$ cat src/rtl/seq_alu.sv
// seq_alu: multi-cycle ALU, one request in flight, valid/ready on both sides.
// Ports: clk, rst_n, in_valid/in_ready/op/a/b in, out_valid/out_ready/result/err out.
module seq_alu #(
  parameter int WIDTH = 16,
  parameter int CNT_W = 5
) (
  input  logic               clk,
  input  logic               rst_n,
  input  logic               in_valid,
  output logic               in_ready,
  input  logic [3:0]         op,
  input  logic [WIDTH-1:0]   a,
  input  logic [WIDTH-1:0]   b,
  output logic               out_valid,
  input  logic               out_ready,
  output logic [2*WIDTH-1:0] result,
  output logic               err
);

  localparam logic [3:0] OP_ADD = 4'd0;
  localparam logic [3:0] OP_SUB = 4'd1;
  localparam logic [3:0] OP_AND = 4'd2;
  localparam logic [3:0] OP_OR  = 4'd3;
  localparam logic [3:0] OP_XOR = 4'd4;
  localparam logic [3:0] OP_NOT = 4'd5;
  localparam logic [3:0] OP_SLL = 4'd6;
  localparam logic [3:0] OP_SRL = 4'd7;
  localparam logic [3:0] OP_MUL = 4'd8;
  localparam logic [3:0] OP_DIV = 4'd9;

  localparam logic [WIDTH-1:0] W_LIM = WIDTH[WIDTH-1:0];
  // first of the WIDTH steps runs on the accept edge
  localparam logic [CNT_W-1:0] CNT_LOAD = CNT_W'(WIDTH - 2);

  typedef enum logic [1:0] {
    IDLE,
    BUSY,
    DONE
  } state_t;

  state_t               state_q, state_d;
  logic [3:0]           op_q;
  logic [WIDTH-1:0]     a_q, b_q;
  logic [2*WIDTH-1:0]   p_q, p_d;
  logic [CNT_W-1:0]     cnt_q, cnt_d;
  logic [2*WIDTH-1:0]   res_d;
  logic                 err_d;
  logic                 accept;

  assign in_ready  = (state_q == IDLE);
  assign out_valid = (state_q == DONE);
  assign accept    = in_valid && in_ready;

  // single-cycle results
  logic [WIDTH:0]       add_w, sub_w;
  logic [2*WIDTH-1:0]   alu_res;
  logic                 alu_err;
  logic                 alu_multi;

  assign add_w = {1'b0, a} + {1'b0, b};
  // bit WIDTH is the borrow
  assign sub_w = {1'b0, a} - {1'b0, b};

  always_comb begin
    alu_res   = '0;
    alu_err   = 1'b0;
    alu_multi = 1'b0;
    case (op)
      OP_ADD: alu_res = {{(WIDTH-1){1'b0}}, add_w};
      OP_SUB: alu_res = {{(WIDTH-1){1'b0}}, sub_w};
      OP_AND: alu_res[WIDTH-1:0] = a & b;
      OP_OR:  alu_res[WIDTH-1:0] = a | b;
      OP_XOR: alu_res[WIDTH-1:0] = a ^ b;
      OP_NOT: alu_res[WIDTH-1:0] = ~a;
      OP_SLL: alu_res[WIDTH-1:0] = (b >= W_LIM) ? '0 : (a << b);
      OP_SRL: alu_res[WIDTH-1:0] = (b >= W_LIM) ? '0 : (a >> b);
      OP_MUL: alu_multi = 1'b1;
      OP_DIV: begin
        if (b == '0) begin
          alu_res = {a, {WIDTH{1'b1}}};
          alu_err = 1'b1;
        end else begin
          alu_multi = 1'b1;
        end
      end
      default: alu_err = 1'b1;
    endcase
  end

  // one iteration datapath, fed from the raw inputs on the
  // accept edge and from the captured operands while BUSY
  logic                 st_mul;
  logic [WIDTH-1:0]     st_a, st_b;
  logic [2*WIDTH-1:0]   st_p, st_next;
  logic [WIDTH:0]       mul_sum;
  logic [WIDTH:0]       div_sh, div_diff;

  always_comb begin
    if (state_q == IDLE) begin
      st_mul = (op == OP_MUL);
      st_a   = a;
      st_b   = b;
      st_p   = st_mul ? {{WIDTH{1'b0}}, b} : {{WIDTH{1'b0}}, a};
    end else begin
      st_mul = (op_q == OP_MUL);
      st_a   = a_q;
      st_b   = b_q;
      st_p   = p_q;
    end
  end

  // shift-add: high half accumulates, multiplier drains from low half
  assign mul_sum = {1'b0, st_p[2*WIDTH-1:WIDTH]}
                 + (st_p[0] ? {1'b0, st_a} : '0);
  // restoring: high half is remainder, low half shifts in quotient
  assign div_sh   = {st_p[2*WIDTH-1:WIDTH], st_p[WIDTH-1]};
  assign div_diff = div_sh - {1'b0, st_b};

  always_comb begin
    if (st_mul)
      st_next = {mul_sum, st_p[WIDTH-1:1]};
    else if (!div_diff[WIDTH])
      st_next = {div_diff[WIDTH-1:0], st_p[WIDTH-2:0], 1'b1};
    else
      st_next = {div_sh[WIDTH-1:0], st_p[WIDTH-2:0], 1'b0};
  end

  always_comb begin
    state_d = state_q;
    cnt_d   = cnt_q;
    p_d     = p_q;
    res_d   = result;
    err_d   = err;
    case (state_q)
      IDLE: begin
        if (in_valid) begin
          if (alu_multi) begin
            state_d = BUSY;
            cnt_d   = CNT_LOAD;
            p_d     = st_next;
          end else begin
            state_d = DONE;
            res_d   = alu_res;
            err_d   = alu_err;
          end
        end
      end
      BUSY: begin
        p_d = st_next;
        if (cnt_q == '0) begin
          state_d = DONE;
          res_d   = st_next;
          err_d   = 1'b0;
        end else begin
          cnt_d = cnt_q - 1'b1;
        end
      end
      DONE: begin
        if (out_ready)
          state_d = IDLE;
      end
      default: state_d = IDLE;
    endcase
  end

  always_ff @(posedge clk or negedge rst_n) begin
    if (!rst_n) begin
      state_q <= IDLE;
      cnt_q   <= '0;
      p_q     <= '0;
      result  <= '0;
      err     <= 1'b0;
    end else begin
      state_q <= state_d;
      cnt_q   <= cnt_d;
      p_q     <= p_d;
      result  <= res_d;
      err     <= err_d;
    end
  end

  always_ff @(posedge clk or negedge rst_n) begin
    if (!rst_n) begin
      op_q <= '0;
      a_q  <= '0;
      b_q  <= '0;
    end else if (accept) begin
      op_q <= op;
      a_q  <= a;
      b_q  <= b;
    end
  end

endmodule

$ cat config.mk
export PLATFORM = sky130hd
export DESIGN_NAME = seq_alu
export DESIGN_NICKNAME = d
export VERILOG_FILES = /design/src/rtl/seq_alu.sv
export SDC_FILE = /design/constraint.sdc
export NUM_CORES = 1
export LEC_CHECK = 0
export CAP_MARGIN = 20
export CORE_ASPECT_RATIO = 1.75
export CORE_MARGIN = 2
export CORE_UTILIZATION = 40
export DETAILED_ROUTE_END_ITERATION = 7
export PLACE_DENSITY = 0.54
export SYNTH_ARGS = -nofsm -noshare
export SYNTH_HDL_FRONTEND = slang
export SYNTH_SLANG_ARGS = --single-unit
export TNS_END_PERCENT = 10
$ cat constraint.sdc
create_clock -name clk -period 9.8 [get_ports clk]
set_clock_uncertainty 0.05 [all_clocks]
set_input_delay 1.96 -clock clk [delete_from_list [all_inputs] [get_ports clk]]
set_output_delay 1.96 -clock clk [all_outputs]
set_load 0.02 [all_outputs]
; Word level (Yosys, flattened, before mapping)
; Cells that the tools add are included.
[word_totals]
reg_bits = 108
in_bits = 40
output_inout_bits = 35
wordCells = 86
[classes]
add_sub_neg = 5
order_cmp = 1
n_eq_ne = 18
shifts = 2
mux = 37
bitwise = 4
n_reduce_logical = 11
[op_table]
columns = op, count
row1 = two-way mux 32 bit, 9
row2 = one-hot mux 16 bit (9 select lines), 1
row3 = one-hot mux 32 bit (2 select lines), 2
row4 = two-way mux 16 bit, 6
row5 = one-hot mux 16 bit (3 select lines), 1
row6 = adder 16 x 16 -> 17 bit, 2
row7 = subtractor 16 x 16 -> 17 bit, 1
row8 = subtractor 17 x 16 -> 17 bit, 1
row9 = AND 16 bit, 1
row10 = "== test 4 x 3 -> 1 bit, second input constant", 4
row11 = ">= comparator 16 x 5 -> 1 bit, second input constant", 1
row12 = zero test 16 bit, 1
row13 = NOT 16 bit, 1
row14 = OR 16 bit, 1
row15 = left shift 16 x 16 -> 16 bit, 1
row16 = >> shifter 16 x 16 -> 16 bit, 1
row17 = XOR 16 bit, 1
row18 = two-way mux 5 bit, 3
row19 = "== test 4 bit, second input constant", 3
row20 = one-hot mux 5 bit (2 select lines), 1
row21 = OR reduction 9 bit, 1
row22 = "== test 4 x 2 -> 1 bit, second input constant", 2
row23 = two-way mux 2 bit, 4
row24 = "inequality test 2 bit, second input constant", 4
row25 = other kinds (15), 25

; Depth between registers and ports, before layout
; Gate-level depths: netlist (run 1).
[logic_depth]
depth_word = 9
depth_mapped = 19

; Least setup slack after synthesis (run 1)
; No wires, ideal clock.
[synth_timing]
kind = in2reg
from = in op[0]
to = reg result[29]
arrival_time_ns = 5.934
required_ns = 9.624
path_slack_ns = 3.690
cell_stages = 17
path_buffers = 3
cell_sequence = clkbuf_1 nor4b_2 buf_2 mux2i_1 nor2_1 a21oi_1 clkbuf_1 a21oi_1 ha_1 or2_2 and3_1 a221o_1 a31o_2 xor2_1 nand2_1 o221ai_1 a221o_1
[synth_between]
elab_chain_cells = 8
[synth_lines]
columns = item, line_no
row1 = start: declaration, 11  ; input logic [3:0] op,
row2 = == test 4 bit, "68, 100"
row3 = two-way mux 16 bit, 103  ; st_p = st_mul ? {{WIDTH{1'b0}}, b} : {{WIDTH{1'b0}}, a};
row4 = two-way mux 32 bit, 99  ; if (state_q == IDLE) begin
row5 = subtractor 17 x 16 -> 17 bit / two-way mux 16 bit (equally long branches), "117, 114"
row6 = two-way mux 32 bit / adder 16 x 16 -> 17 bit (equally long branches), "122, 114"
row7 = two-way mux 32 bit, 120  ; if (st_mul)
row8 = two-way mux 32 bit, 150  ; if (cnt_q == '0) begin
row9 = one-hot mux 32 bit (2 select lines), 134  ; case (state_q)
row10 = end signal: assignment, 177  ; result <= res_d;
row11 = end: declaration, 16  ; output logic [2*WIDTH-1:0] result,
; Several ways; a longest one is shown, not always the timed one. The select of a mux whose other input is x is not followed.
; A chain may end at the register's enable or synchronous reset.

; Worst setup path after layout (run 1)
[layout_timing]
from = in op[0]
to = reg result[17]
; Same word-level chain as after synthesis.

==> results.yml, run 1 <==
timing:
  tightestPinTransition_ns: 1.065
  grt_setup_unrepaired: "no"
  finalSetupViolCount: 0
  timing.final.max_slew_violations: 0
  slew-limit-headroom_pct: 29.03
  hold_viol_final: 0
  fin_crit_ns: 7.108
  post-route-period-util_pct: 72.53
  tns_ns: 0
  max_freq_mhz: 140.7
  worst_slack_ns: 2.692
route:
  postRouteAntennaNets: 0
  dr.pass1.iters: 7
  met1_length_microns: 18260
  wl_met3_microns: 2621
  drc: 0
  viasPerCell: 6.546
  drtIter0Drc: 926
  dr.max_layer_used: "met4"
  num_vias: 11691
  routed_wl_microns: 50470
  routedWlPerCell_microns: 28.26
  route.met2.wl_microns: 25140
grt:
  grt_pass1_vias: 11942
  overflow: 0
  grt_usage_pct: 33.95
  grt_max_degree: 60
  grt_pass1_wl_microns: 75290
  antenna_found_initial: 0
synthesis:
  synth-async-reset-ratio_pct: 100.0
  synth_edf_count: 0
  postSynthCellCount: 1394
  yosys-top-cells-area: "dfrtp_1 (24%), ha_1 (9.0%), a21oi_1 (5.7%)"
  yosys.area.top_type_share_pct: 23.79
  syn_area_sq_um: 11360
  synth_ff_type: "dfrtp_1"
  seq_area_frac_synth_pct: 23.79
  synth_top_cell_by_area: "dfrtp_1"
  yosysWarnings: 0
  ys_types: 79
  yosys_register_bits: 108
  syn_area_per_cell_sq_um: 8.148
  synth.net_count: 1520
flow_run:
  drv_cap: 0
finish:
  fill_cells: 2868
  antenna-diode-count: 0
  nNetsFinal: 1534
  drive_above_1_share_pct: 11.11
  area_growth_pct: 12.27
clock_tree:
  cts_hold_buf: 0
  cts.sinks: 108
  clkTransAtPathRegs_ns: 0.08
  cts_tree: "done"
  cts_made_buffers: 9
  post_cts_buffers: 0
  insertion_delay_ns: 0.39
  htree_num_levels: 3
  cts_root_buf: "clkbuf_16"
  cts_resized: 0
  clockBufferDepth: 2
worst_setup_path:
  critical_path.top_delay_family: "compound AO/OA/AOI/OAI gates"
  cp_slowest_cell: "clkdlybuf4s50_1"
  worstSetupStartpointType: "input pin"
  critPathArrivalTime_ns: 7.29
  worstSetupEndpointType: "flop"
  critPathBufInv: 2
  required_ns: 9.98
  cp_max_fo: 24
  worst-setup-path-type: "in2reg"
  cpPeakStageDelay_ns: 0.76
  cp_cell_sequence: "clkdlybuf4s50_1, nor4b_4, buf_4, a21oi_1, nor2_1, a21oi_1, ha_1, fa_1, nand2b_1, a211oi_1, o2111ai_1, nand3_1, a2111oi_4, nor3_2, a211oi_1, o41ai_1"
run_status:
  status: "finished, final reports clean"
power_and_ir_drop:
  leakagePower_nw: 5.347
  ir_drop_v: 0.0001072
  power.density_nw_per_um2: 205.2
place:
  io_buffers: 74
  pre_cts_ws_ns: 2.358
  dp_hpwl_microns: 37170
  place.gp.congestion: 1.004
floorplan:
  start_util_pct: 40.61
  dieArea_sq_um: 29810
  die_w_microns: 131.4
  num_io_pins: 75
  coreArea_sq_um: 27970
  num_rows: 81
  die_h_microns: 226.9
worst_hold_path:
  hold_class: "reg2reg"
-- worst reg2reg max path, delay by kind of cell, from the launching register on --
kind,cells,cell delay (ns)
DFF,1,0.47
buffers and inverters,1,0.61
and+or+nand+nor,4,1.49
adders and majority gates,2,0.80
AOI/OAI and AO/OA,6,2.04
-- sequential cells by signal, indices dropped and copies added (netlist names) --
| name | cells |
|---|---|
| a_q | 16 |
| b_q | 16 |
| cnt_q | 5 |
| err | 1 |
| op_q | 4 |
| p_q | 32 |
| result | 32 |
| state_q | 2 |
-- logic make-up after synthesis --
family,count (synthesis),share of synthesized area [%]
adder cells (fa/ha/maj),86,9.738
flip-flops,108,23.79
multiplexers,125,14.23
AO/OA/AOI/OAI,455,26.39
buffers and inverters,164,5.640
AND/OR/NAND/NOR,430,18.20
XOR/XNOR,26,2.005
-- synth_stat cells (all sizes together), types with 11 or more instances --
library cell	instances
o31ai	19
nor2	117
nand4	11
xnor2	16
ha	82
o211ai	13
mux2	52
nand2	135
and2	20
inv	56
nand2b	18
a211oi	28
and3	23
o22ai	19
a31oi	26
nor4	14
o21bai	13
nand3	19
nor3	30
a21o	16
buf	22
o21ai	87
clkbuf	84
dfrtp	108
a21oi	131
mux4	24
mux2i	49
-- cell type report --
type | count | area, sq um | area share (%)
Multi-Input combinational cell | 1122 | 8071 | 63.29
Sequential cell | 108 | 2703 | 21.19
Timing Repair Buffer | 109 | 991.0 | 7.771
Tap cell | 373 | 466.7 | 3.660
Clock buffer | 9 | 225.2 | 1.766
Inverter | 58 | 217.7 | 1.707
Clock inverter | 7 | 77.57 | 0.6083
-- cell usage in the layout, fill, tap and decap left out, types with 25 or more instances in the layout --
master and instances:
a31oi_1 25, a211oi_1 28, a21oi_1 130, inv_1 56
mux2_2 52, buf_4 36, clkdlybuf4s50_1 71, nor3_1 29
o21ai_0 86, nor2_1 117, nand2_1 135, mux2i_1 48
dfrtp_1 108, ha_1 82
-- power by group --
group / leakage (nW) / switching (mW) / internal (mW)
clock: 0.149 / 0.210 / 0.182
sequential: 1.34 / 0.0939 / 0.607
combinational: 3.86 / 0.936 / 0.588
-- path summary, 6_finish.rpt --
path / end / from / slack, ns / cells past startpoint
worst max-delay path: result[17] / op[0] / 2.69 / 16
worst min-delay path: p_q[23] / p_q[23] / 0.42 / 2
worst max register to register: result[17] / state_q[0] / 4.20 / 13
worst min register to register: p_q[23] / p_q[23] / 0.42 / 2
max in group asynchronous: result[0] / rst_n / 6.83 / 2
min in group asynchronous: a_q[5] / rst_n / 1.62 / 1
-- through the flow --
step                util [%]  area (sq um)  std cells  hold slack (ns)  total power [mW]
floorplan                  -         11360       1394           0.3902             1.686
global placement       44.48         12440       1769           0.4015             2.199
detailed placement     44.51         12450       1770           0.4100             2.209
CTS                    45.59         12750       1786           0.4279             2.618
global route           45.59         12750       1786           0.4516             2.788
finish                 45.59         12750       1786           0.4220             2.617
-- per-layer routing --
layer / GRT usage, % / vias to the layer above
li1: - / 5233
met1: 36.23 / 5721
met2: 60.68 / 552
met3: 4.427 / 185
met4: 26.65 / 0
met5: 0 / -
No activity file was read; power rests on OpenSTA's default activity.
==> run 2: changes to the inputs <==
==> constraint.sdc (replaced) <==
create_clock -name clk -period 6.95 [get_ports clk]
set_clock_uncertainty 0.05 [all_clocks]
set_input_delay 1.39 -clock clk [delete_from_list [all_inputs] [get_ports clk]]
set_output_delay 1.39 -clock clk [all_outputs]
set_load 0.02 [all_outputs]
==> results.yml, run 2 (synthesized netlist as in run 1, its figures left out) <==
finish:
  nNetsFinal: 1555
  final_common_cell: "nand2_1"
  area_growth_pct: 13.53
  final_cell_mix: "nand2_1 (135), a21oi_1 (130), nor2_1 (117)"
  drive_above_1_share_pct: 12.34
  antenna-diode-count: 0
  largest_registers: "p_q (32), result (32)"
grt:
  antenna_found_initial: 0
  grt_max_degree: 67
  overflow: 0
  grt_pass1_vias: 11836
  grt_usage_pct: 33.61
  grt_pass1_wl_microns: 74830
route:
  routedWlPerCell_microns: 27.61
  routed_wl_microns: 49890
  drtIter0Drc: 1033
  drc: 0
  postRouteAntennaNets: 0
  num_vias: 11693
  viasPerCell: 6.471
  dr.pass1.iters: 5
place:
  io_buffers: 74
  dp_hpwl_microns: 37680
  place.gp.congestion: 0.9474
clock_tree:
  cts_tree: "done"
  cts.sinks: 108
  cts_root_buf: "clkbuf_16"
  cts_hold_buf: 0
  post_cts_buffers: 0
  clkTransAtPathRegs_ns: 0.08
  htree_num_levels: 3
  cts_made_buffers: 9
  insertion_delay_ns: 0.39
  clockBufferDepth: 2
  cts_resized: 0
timing:
  finalSetupViolCount: 0
  tightestPinTransition_ns: 0.9955
  timing.final.max_slew_violations: 0
  fin_crit_ns: 5.963
  hold_slack_ns: 0.4229
  grt_setup_unrepaired: "no"
  slew-limit-headroom_pct: 33.63
  max_freq_mhz: 167.7
  hold_viol_final: 0
  tns_ns: 0
  post-route-period-util_pct: 85.79
floorplan:
  die_h_microns: 226.9
  dieArea_sq_um: 29810
  start_util_pct: 40.61
  die_w_microns: 131.4
  num_io_pins: 75
  num_rows: 81
  coreArea_sq_um: 27970
worst_setup_path:
  worstSetupEndpointType: "flop"
  cpPeakStageDelay_ns: 0.68
  worst-setup-path-type: "in2reg"
  cp_cell_sequence: "clkdlybuf4s50_1, nor4b_4, a21oi_1, nor2_1, a21oi_1, ha_1, fa_1, nand2b_1, a211oi_1, o2111ai_1, nand3_1, nand3_1, and4_1, o311ai_0, a21oi_1"
  cp_max_fo: 16
  crit_top_cell: "a21oi_1"
  cp_slowest_cell: "nor4b_4"
  worstSetupStartpointType: "input pin"
  rr_worst_depth: 14
  critPathArrivalTime_ns: 6.16
  required_ns: 7.15
power_and_ir_drop:
  swShare_pct: 46.66
  seqPwrFrac_pct: 27.1
  power_frac_clock_pct: 14.6
  ir_drop_v: 0.0001904
  intPower_mw: 1.960
  power.density_nw_per_um2: 285.0
  share_comb_of_total_power_pct: 58.3
  switchingPower_mw: 1.715
  total_power_mw: 3.675
  leakagePower_nw: 5.445
run_status:
  status: "finished, final reports clean"
worst_hold_path:
  hold_class: "reg2reg"
  whs_path_depth: 2
flow_run:
  drv_cap: 0
## run 2: cell count changes in the layout (fill, tap and decap cells not counted)
cell,before,now
buf_4,36,57
clkbuf_8,0,1
clkinv_2,1,2
clkinv_4,1,0
clkinv_8,2,1
inv_6,1,2
inv_8,2,1
nor4b_1,1,2
nor4b_2,2,1
## run 2: path summary, 6_finish.rpt
check                      startpoint    endpoint  slack [ns]
min in group asynchronous       rst_n      a_q[6]        0.94
setup / recovery                op[0]  result[21]        0.99
max in group asynchronous       rst_n  result[13]        4.55
setup reg to reg           state_q[1]  result[21]        1.82
hold / removal                p_q[19]     p_q[19]        0.42
hold reg to reg               p_q[19]     p_q[19]        0.42
## run 2: cell type report
class,instances,area (sq um)
fillers,2954,15080
multi-input cells,1122,8065
flip-flops and latches,108,2703
repair buffers,130,1149
well taps,373,466.7
clock buffers,10,239.0
inverters,58,217.7
clock inverters,6,55.05
## run 2: layer usage
metal	GRT usage (%)	up-vias	part of all wire (%)
met5	0	-	0
met4	29.77	0	10
met3	4.203	175	4.7
met2	59.39	470	49
met1	35.17	5780	36
li1	-	5268	-
## run 2: power groups by stage
stage / sequential [mW] / combinational (mW) / clock [mW]
CTS: 0.993 / 2.13 / 0.552
global placement: 0.998 / 2.10 / 0
global route: 1.02 / 2.32 / 0.577
floorplan: 1.03 / 1.34 / 0
detailed placement: 1.01 / 2.12 / 0
finish: 0.997 / 2.14 / 0.538
## run 2: worst max-delay path, delay by kind of cell
kind	cells	cell delay, ns
adders and majority gates	2	0.72
buffers and inverters	1	0.47
AOI/OAI and AO/OA	6	1.30
and+or+nand+nor	6	2.27
## run 2: through the flow
step	area, sq um	util (%)	setup slack (ns)	instances
floorplan	11360	-	1.410	1394
global placement	12600	45.05	0.7131	1791
detailed placement	12600	45.05	0.6166	1791
CTS	12890	46.10	1.002	1807
global route	12890	46.10	0.6253	1807
finish	12890	46.10	0.9875	1807
==> run 3: changes to the inputs <==
--- a/config.mk
+++ b/config.mk
@@ -5,7 +5,7 @@
 export SDC_FILE = /design/constraint.sdc
 export NUM_CORES = 1
 export LEC_CHECK = 0
-export CAP_MARGIN = 20
+export CAP_MARGIN = 25
 export CORE_ASPECT_RATIO = 1.75
 export CORE_MARGIN = 2
 export CORE_UTILIZATION = 40
==> results of run 3 <==
Final layout, timing and power as in run 2 (identical DEF).
